<file path="config.mk">
export PLATFORM = sky130hd
export DESIGN_NAME = vco_adc_decimator
export DESIGN_NICKNAME = d
export VERILOG_FILES = /design/src/rtl/vco_adc_decimator.sv
export SDC_FILE = /design/constraint.sdc
export NUM_CORES = 1
export LEC_CHECK = 0
export ABC_AREA = 1
export ABC_CLOCK_PERIOD_IN_PS = 3200
export CAP_MARGIN = 10
export CORE_ASPECT_RATIO = 1.1
export CORE_MARGIN = 2
export CORE_UTILIZATION = 45
export CTS_CLUSTER_DIAMETER = 100
export CTS_CLUSTER_SIZE = 28
export DETAILED_ROUTE_END_ITERATION = 12
export PLACE_DENSITY = 0.77
export REMOVE_ABC_BUFFERS = 1
export SETUP_SLACK_MARGIN = 0.02
export SKIP_LAST_GASP = 1
export SYNTH_ARGS = -nofsm -noshare
export SYNTH_HDL_FRONTEND = slang
export SYNTH_SLANG_ARGS = --single-unit
export TNS_END_PERCENT = 1
</file>
<file path="constraint.sdc">
create_clock -name clk -period 3.2 [get_ports clk]
set_input_delay 0.64 -clock clk [delete_from_list [all_inputs] [get_ports clk]]
set_output_delay 0.64 -clock clk [all_outputs]
set_load 0.005 [all_outputs]
</file>
<file path="src/rtl/vco_adc_decimator.sv">
// ----------------------------------------------------------------------------
// vco_adc_decimator
//
// Upstream stage of the VCO-ADC sample FIFO. Each clock the synchronised VCO
// edge counter is differenced against its previous value (modulo counter
// width), giving the instantaneous frequency. The differences are summed over
// a programmable window (boxcar decimation). When a window closes, one tagged
// word {seq, sum} is pushed into the FIFO, or a sticky overflow flag is
// raised if the FIFO is full.
//
// Ports:
//   clk          single clock, all logic on posedge
//   rst          asynchronous active-high reset
//   enable_i     run the decimator; low returns to IDLE, partial window lost
//   decim_i      samples per window; 0 and 1 are treated as 2
//   count_i      VCO edge counter (binary, already in clk domain)
//   fifo_full_i  FIFO full flag, checked on the closing cycle
//   clear_i      synchronous clear of the sticky flags (set wins)
//   write_o      one-cycle FIFO write strobe
//   data_o       {seq[7:0], sum[SUM_WIDTH-1:0]}
//   overflow_o   sticky: a window closed while the FIFO was full
//   sat_o        sticky: the accumulator clamped at full scale
//   busy_o       high while in PRIME or ACCUM
// ----------------------------------------------------------------------------
module vco_adc_decimator #(
    parameter int COUNT_WIDTH = 16,
    parameter int DATA_WIDTH  = 32,
    parameter int SUM_WIDTH   = DATA_WIDTH - 8,
    parameter int DECIM_WIDTH = 10
) (
    input  logic                   clk,
    input  logic                   rst,
    input  logic                   enable_i,
    input  logic [DECIM_WIDTH-1:0] decim_i,
    input  logic [COUNT_WIDTH-1:0] count_i,
    input  logic                   fifo_full_i,
    input  logic                   clear_i,
    output logic                   write_o,
    output logic [DATA_WIDTH-1:0]  data_o,
    output logic                   overflow_o,
    output logic                   sat_o,
    output logic                   busy_o
);

    typedef enum logic [1:0] {
        IDLE  = 2'b00,
        PRIME = 2'b01,
        ACCUM = 2'b10
    } state_t;

    localparam logic [DECIM_WIDTH-1:0] MIN_DECIM = DECIM_WIDTH'(2);
    localparam logic [DECIM_WIDTH-1:0] ONE_DECIM = DECIM_WIDTH'(1);
    localparam logic [SUM_WIDTH-1:0]   SUM_MAX   = {SUM_WIDTH{1'b1}};

    state_t                 state_r;
    logic [COUNT_WIDTH-1:0] prev_r;
    logic [SUM_WIDTH-1:0]   acc_r;
    logic [DECIM_WIDTH-1:0] cnt_r;
    logic [DECIM_WIDTH-1:0] decim_r;
    logic [7:0]             seq_r;

    logic [COUNT_WIDTH-1:0] diff_s;
    logic [SUM_WIDTH:0]     sum_ext_s;
    logic                   sat_hit_s;
    logic [SUM_WIDTH-1:0]   sum_s;
    logic                   last_s;
    logic [DECIM_WIDTH-1:0] decim_eff_s;
    logic                   accum_act_s;
    logic                   set_ovf_s;
    logic                   set_sat_s;

    // Datapath: modulo difference, saturating add and window-close detection.
    always_comb begin
        diff_s      = count_i - prev_r;
        // One extra bit catches the carry out; once acc sits at full scale any
        // nonzero diff carries again, so the clamp holds for the window.
        sum_ext_s   = {1'b0, acc_r} + (SUM_WIDTH + 1)'(diff_s);
        sat_hit_s   = sum_ext_s[SUM_WIDTH];
        if (sat_hit_s) begin
            sum_s = SUM_MAX;
        end else begin
            sum_s = sum_ext_s[SUM_WIDTH-1:0];
        end
        last_s      = (cnt_r == (decim_r - ONE_DECIM));
        if (decim_i < MIN_DECIM) begin
            decim_eff_s = MIN_DECIM;
        end else begin
            decim_eff_s = decim_i;
        end
        accum_act_s = enable_i && (state_r == ACCUM);
        set_ovf_s   = accum_act_s && last_s && fifo_full_i;
        set_sat_s   = accum_act_s && sat_hit_s;
    end

    // Control FSM with registered outputs and sticky status flags.
    always_ff @(posedge clk or posedge rst) begin
        if (rst) begin
            state_r    <= IDLE;
            prev_r     <= '0;
            acc_r      <= '0;
            cnt_r      <= '0;
            decim_r    <= MIN_DECIM;
            seq_r      <= 8'd0;
            write_o    <= 1'b0;
            data_o     <= '0;
            overflow_o <= 1'b0;
            sat_o      <= 1'b0;
            busy_o     <= 1'b0;
        end else begin
            write_o    <= 1'b0;
            // A set event in the same cycle as clear_i wins.
            overflow_o <= set_ovf_s | (overflow_o & ~clear_i);
            sat_o      <= set_sat_s | (sat_o & ~clear_i);
            if (!enable_i) begin
                state_r <= IDLE;
                busy_o  <= 1'b0;
            end else begin
                case (state_r)
                    IDLE: begin
                        decim_r <= decim_eff_s;
                        state_r <= PRIME;
                        busy_o  <= 1'b1;
                    end
                    PRIME: begin
                        prev_r  <= count_i;
                        acc_r   <= '0;
                        cnt_r   <= '0;
                        state_r <= ACCUM;
                        busy_o  <= 1'b1;
                    end
                    ACCUM: begin
                        prev_r <= count_i;
                        busy_o <= 1'b1;
                        if (last_s) begin
                            acc_r <= '0;
                            cnt_r <= '0;
                            // seq advances on dropped windows too, so gaps show.
                            seq_r <= seq_r + 8'd1;
                            if (!fifo_full_i) begin
                                data_o  <= {seq_r, sum_s};
                                write_o <= 1'b1;
                            end else begin
                                data_o  <= data_o;
                            end
                        end else begin
                            acc_r <= sum_s;
                            cnt_r <= cnt_r + ONE_DECIM;
                        end
                    end
                    default: begin
                        state_r <= IDLE;
                        busy_o  <= 1'b0;
                    end
                endcase
            end
        end
    end

endmodule

</file>
==> impl_metrics.yaml <==
yosys:
  postSynth.asyncResetShare_pct: 100
  synth_edf_count: 0
  synth.top_cells.by_count: "381 x nand2_1, 155 x inv_1, 105 x dfrtp_1"
  yosysWarnings: 0
  yosysMostFrequentCell: "nand2_1"
  netlist_top_cells_area: "dfrtp_1 37%, nand2_1 20%, inv_1 8.1%, ha_1 7.0%, nand3_1 5.9%"
  yosysUniqueCellTypes: 33
  yosysTopAreaCell: "dfrtp_1"
  syn-mean-instance-area_um2: 6.97
  seq_area_frac_synth_pct: 37.1
  synth_top_area_share_pct: 36.7
  synthesis.area_mm2: 0.00715
  synthCells: 1027
  ys.flop_type: "dfrtp_1"
  ys_seq_elements: 106
placed_design:
  gp_congestion: 0.914
  hpwl_um: 13400
  preCtsSetupSlack_ns: -0.884
  io_buffer_count: 66
timing:
  period_needed_ns: 3.24
  totalNegativeSetupSlack_ns: -0.0916
  finalSetupViolCount: 4
  finalHoldViolCount: 0
  worst_pin_slew_ns: 0.893
  rsz0062_at_grt: "yes"
  fin_ws_ns: -0.0359
  min_period_over_period_pct: 101
  fmax_ghz: 0.309
  slew_headroom_pct: 40.4
  worst_clock_skew_ns: 0.00949
  slew_viol_final: 0
power:
  p_leak_uw: 0.00522
  ir_worst_vdd_uv: 562
  power_density_mw_per_mm2: 935
cts:
  cts-buffers-inserted: 9
  cts.clk_slew.worst_paths_ns: 0.08
  cts-htree-levels: 3
  cts.sinks: 106
  ctsRootBufferMaster: "clkbuf_16"
  insertion_delay_ns: 0.37
  cts_tree: "done"
  cts_buffer_depth: 2
  hold_buffers: 0
detailed_routing:
  wire_per_inst_um: 15.1
  drt-total-wl_um: 21300
  via_count: 7360
  vias_per_cell: 5.22
  drtIter0Drc: 397
  post-route-drc-count: 0
  drtAntennaViolNets: 0
  first_pass_iters: 5
min_path:
  hold_path_class: "register to register"
layout:
  area_delta_synth_final_pct: 41.2
  nets: 1277
  drive_above_1_share_pct: 26.3
  n_antenna_cell: 0
setup_path:
  required_ns: 3.44
  cp_max_fo: 5
  crit_arrival_ns: 3.48
  cp-end-kind: "register"
  crit_path_start_kind: "input pin"
  worstSetupPathType: "input pin to register"
job:
  maxCapViolCount: 0
floorplanning:
  die_y_um: 136
  die-area_mm2: 0.0169
  io_pins: 67
  die_w_um: 124
  core_mm2: 0.0156
  start_util_pct: 45.8
  rows: 48
run_status:
  violations: "setup timing"
  outcome: "finished with violations"
global_route:
  grt.overflow.total: 0
  grt_usage_pct: 24.3
  grt_pass1_wl_um: 33800
  grt_pass1_vias: 7310
  antenna_found_initial: 0
  grt_max_degree: 49
[layout make-up]
| class | instances | area [um2] |
|---|---|---|
| clock buffer | 10 | 229 |
| clock inverter | 6 | 96.3 |
| fill | 1239 | 5520 |
| inverter | 156 | 588 |
| multi-input combinational | 742 | 4600 |
| sequential | 106 | 2650 |
| tap | 200 | 250 |
| timing repair buffer | 189 | 1680 |
[final timing paths]
path | endpoint | cells past startpoint | slack, ns | start
hold / removal | data_o[20] | 2 | 0.48 | data_o[20]
hold reg to reg | data_o[20] | 2 | 0.48 | data_o[20]
setup / recovery | acc_r[12] | 21 | -0.04 | count_i[12]
min in group asynchronous | decim_r[8] | 2 | 0.62 | rst
max in group asynchronous | acc_r[6] | 3 | 1.92 | rst
setup reg to reg | acc_r[12] | 22 | -0.01 | prev_r[11]
[sequential cells by signal (all words and copies together), names as in the netlist, 2 cells and up]
name     count
decim_r     10
data_o      32
prev_r      16
cnt_r       10
acc_r       24
seq_r        8
state_r      2
[cells in the final DEF (no fill, tap or decap), types with 3 or more instances in the layout]
cell	instances
o21ai_0	42
nand3_4	5
clkbuf_2	8
clkbuf_16	9
nor2_1	46
nor2_2	10
ha_4	20
a21oi_4	4
dfrtp_1	105
a21oi_2	13
nand2_4	11
ha_1	20
clkdlybuf4s50_1	51
nand2_2	38
o22ai_1	12
nand3b_1	3
a21oi_1	5
inv_1	140
dlygate4sd2_1	4
xor2_1	24
nor3_1	8
nand4_1	10
nor2_4	7
nand3_2	31
nand3_1	60
xnor2_1	11
o21ai_1	4
nand2_1	334
o21ai_2	4
buf_12	5
a21o_1	3
buf_6	9
buf_4	107
inv_2	15
[kinds of logic (layout without fill, tap and decap cells)]
| kind of cell | count (synthesis) | count (layout) | share of synthesized area (%) |
|---|---|---|---|
| adder cells (fa/ha/maj) | 42 | 42 | 7.56 |
| XOR/XNOR | 38 | 38 | 4.65 |
| flip-flops | 106 | 106 | 37.1 |
| buffers and inverters | 179 | 361 | 10.1 |
| AO/OA/AOI/OAI | 92 | 92 | 6.93 |
| AND/OR/NAND/NOR | 570 | 570 | 33.6 |
[critical path, stage by stage]
cell and delay [ns]:
dlygate4sd2_1 0.27, ha_4 0.30, inv_2 0.05, buf_4 0.13, o21bai_4 0.13, nand3_2 0.11
and3_4 0.20, nand2_1 0.06, nand2_1 0.06, nand2_2 0.10, ha_4 0.23, a21oi_2 0.21
nand2_1 0.09, a21oi_2 0.16, nand2_2 0.11, nand3_4 0.10, buf_6 0.11, buf_12 0.11
nand3_2 0.09, nand2_1 0.11, nand2_1 0.08
[layer usage]
layer  global-route usage, %  vias up  share of wire [%]
li1                        -     3563                  -
met1                    28.2     3423                 40
met2                    44.1      293                 50
met3                    3.27       81                5.8
met4                    12.5        0                4.3
met5                       0        -                  0
[through the flow]
step	hold WS [ns]	util, %	total power [uW]	area [um2]	instances
after floorplan	0.455	-	4410	7020	1004
after global placement	0.457	55.7	6170	8690	1367
after detailed placement	0.457	55.7	6250	8690	1367
after CTS	0.482	62.5	8490	9760	1402
after global routing	0.498	64.7	10100	10100	1409
final	0.476	64.7	9450	10100	1409
[timing repair]
item                       4_1_cts  5_1_grt
setup buffers                   17        7
setup endpoints to repair       49       49
cloned                           2        0
resized for setup              135       95
pin swaps                       76       74
[report_power, final]
group          internal [uW]  switching [uW]
clock                    697             553
sequential              1560             173
combinational           2920            3540
total                   5180            4260
Note: power is estimated with default switching activity, not from simulation.
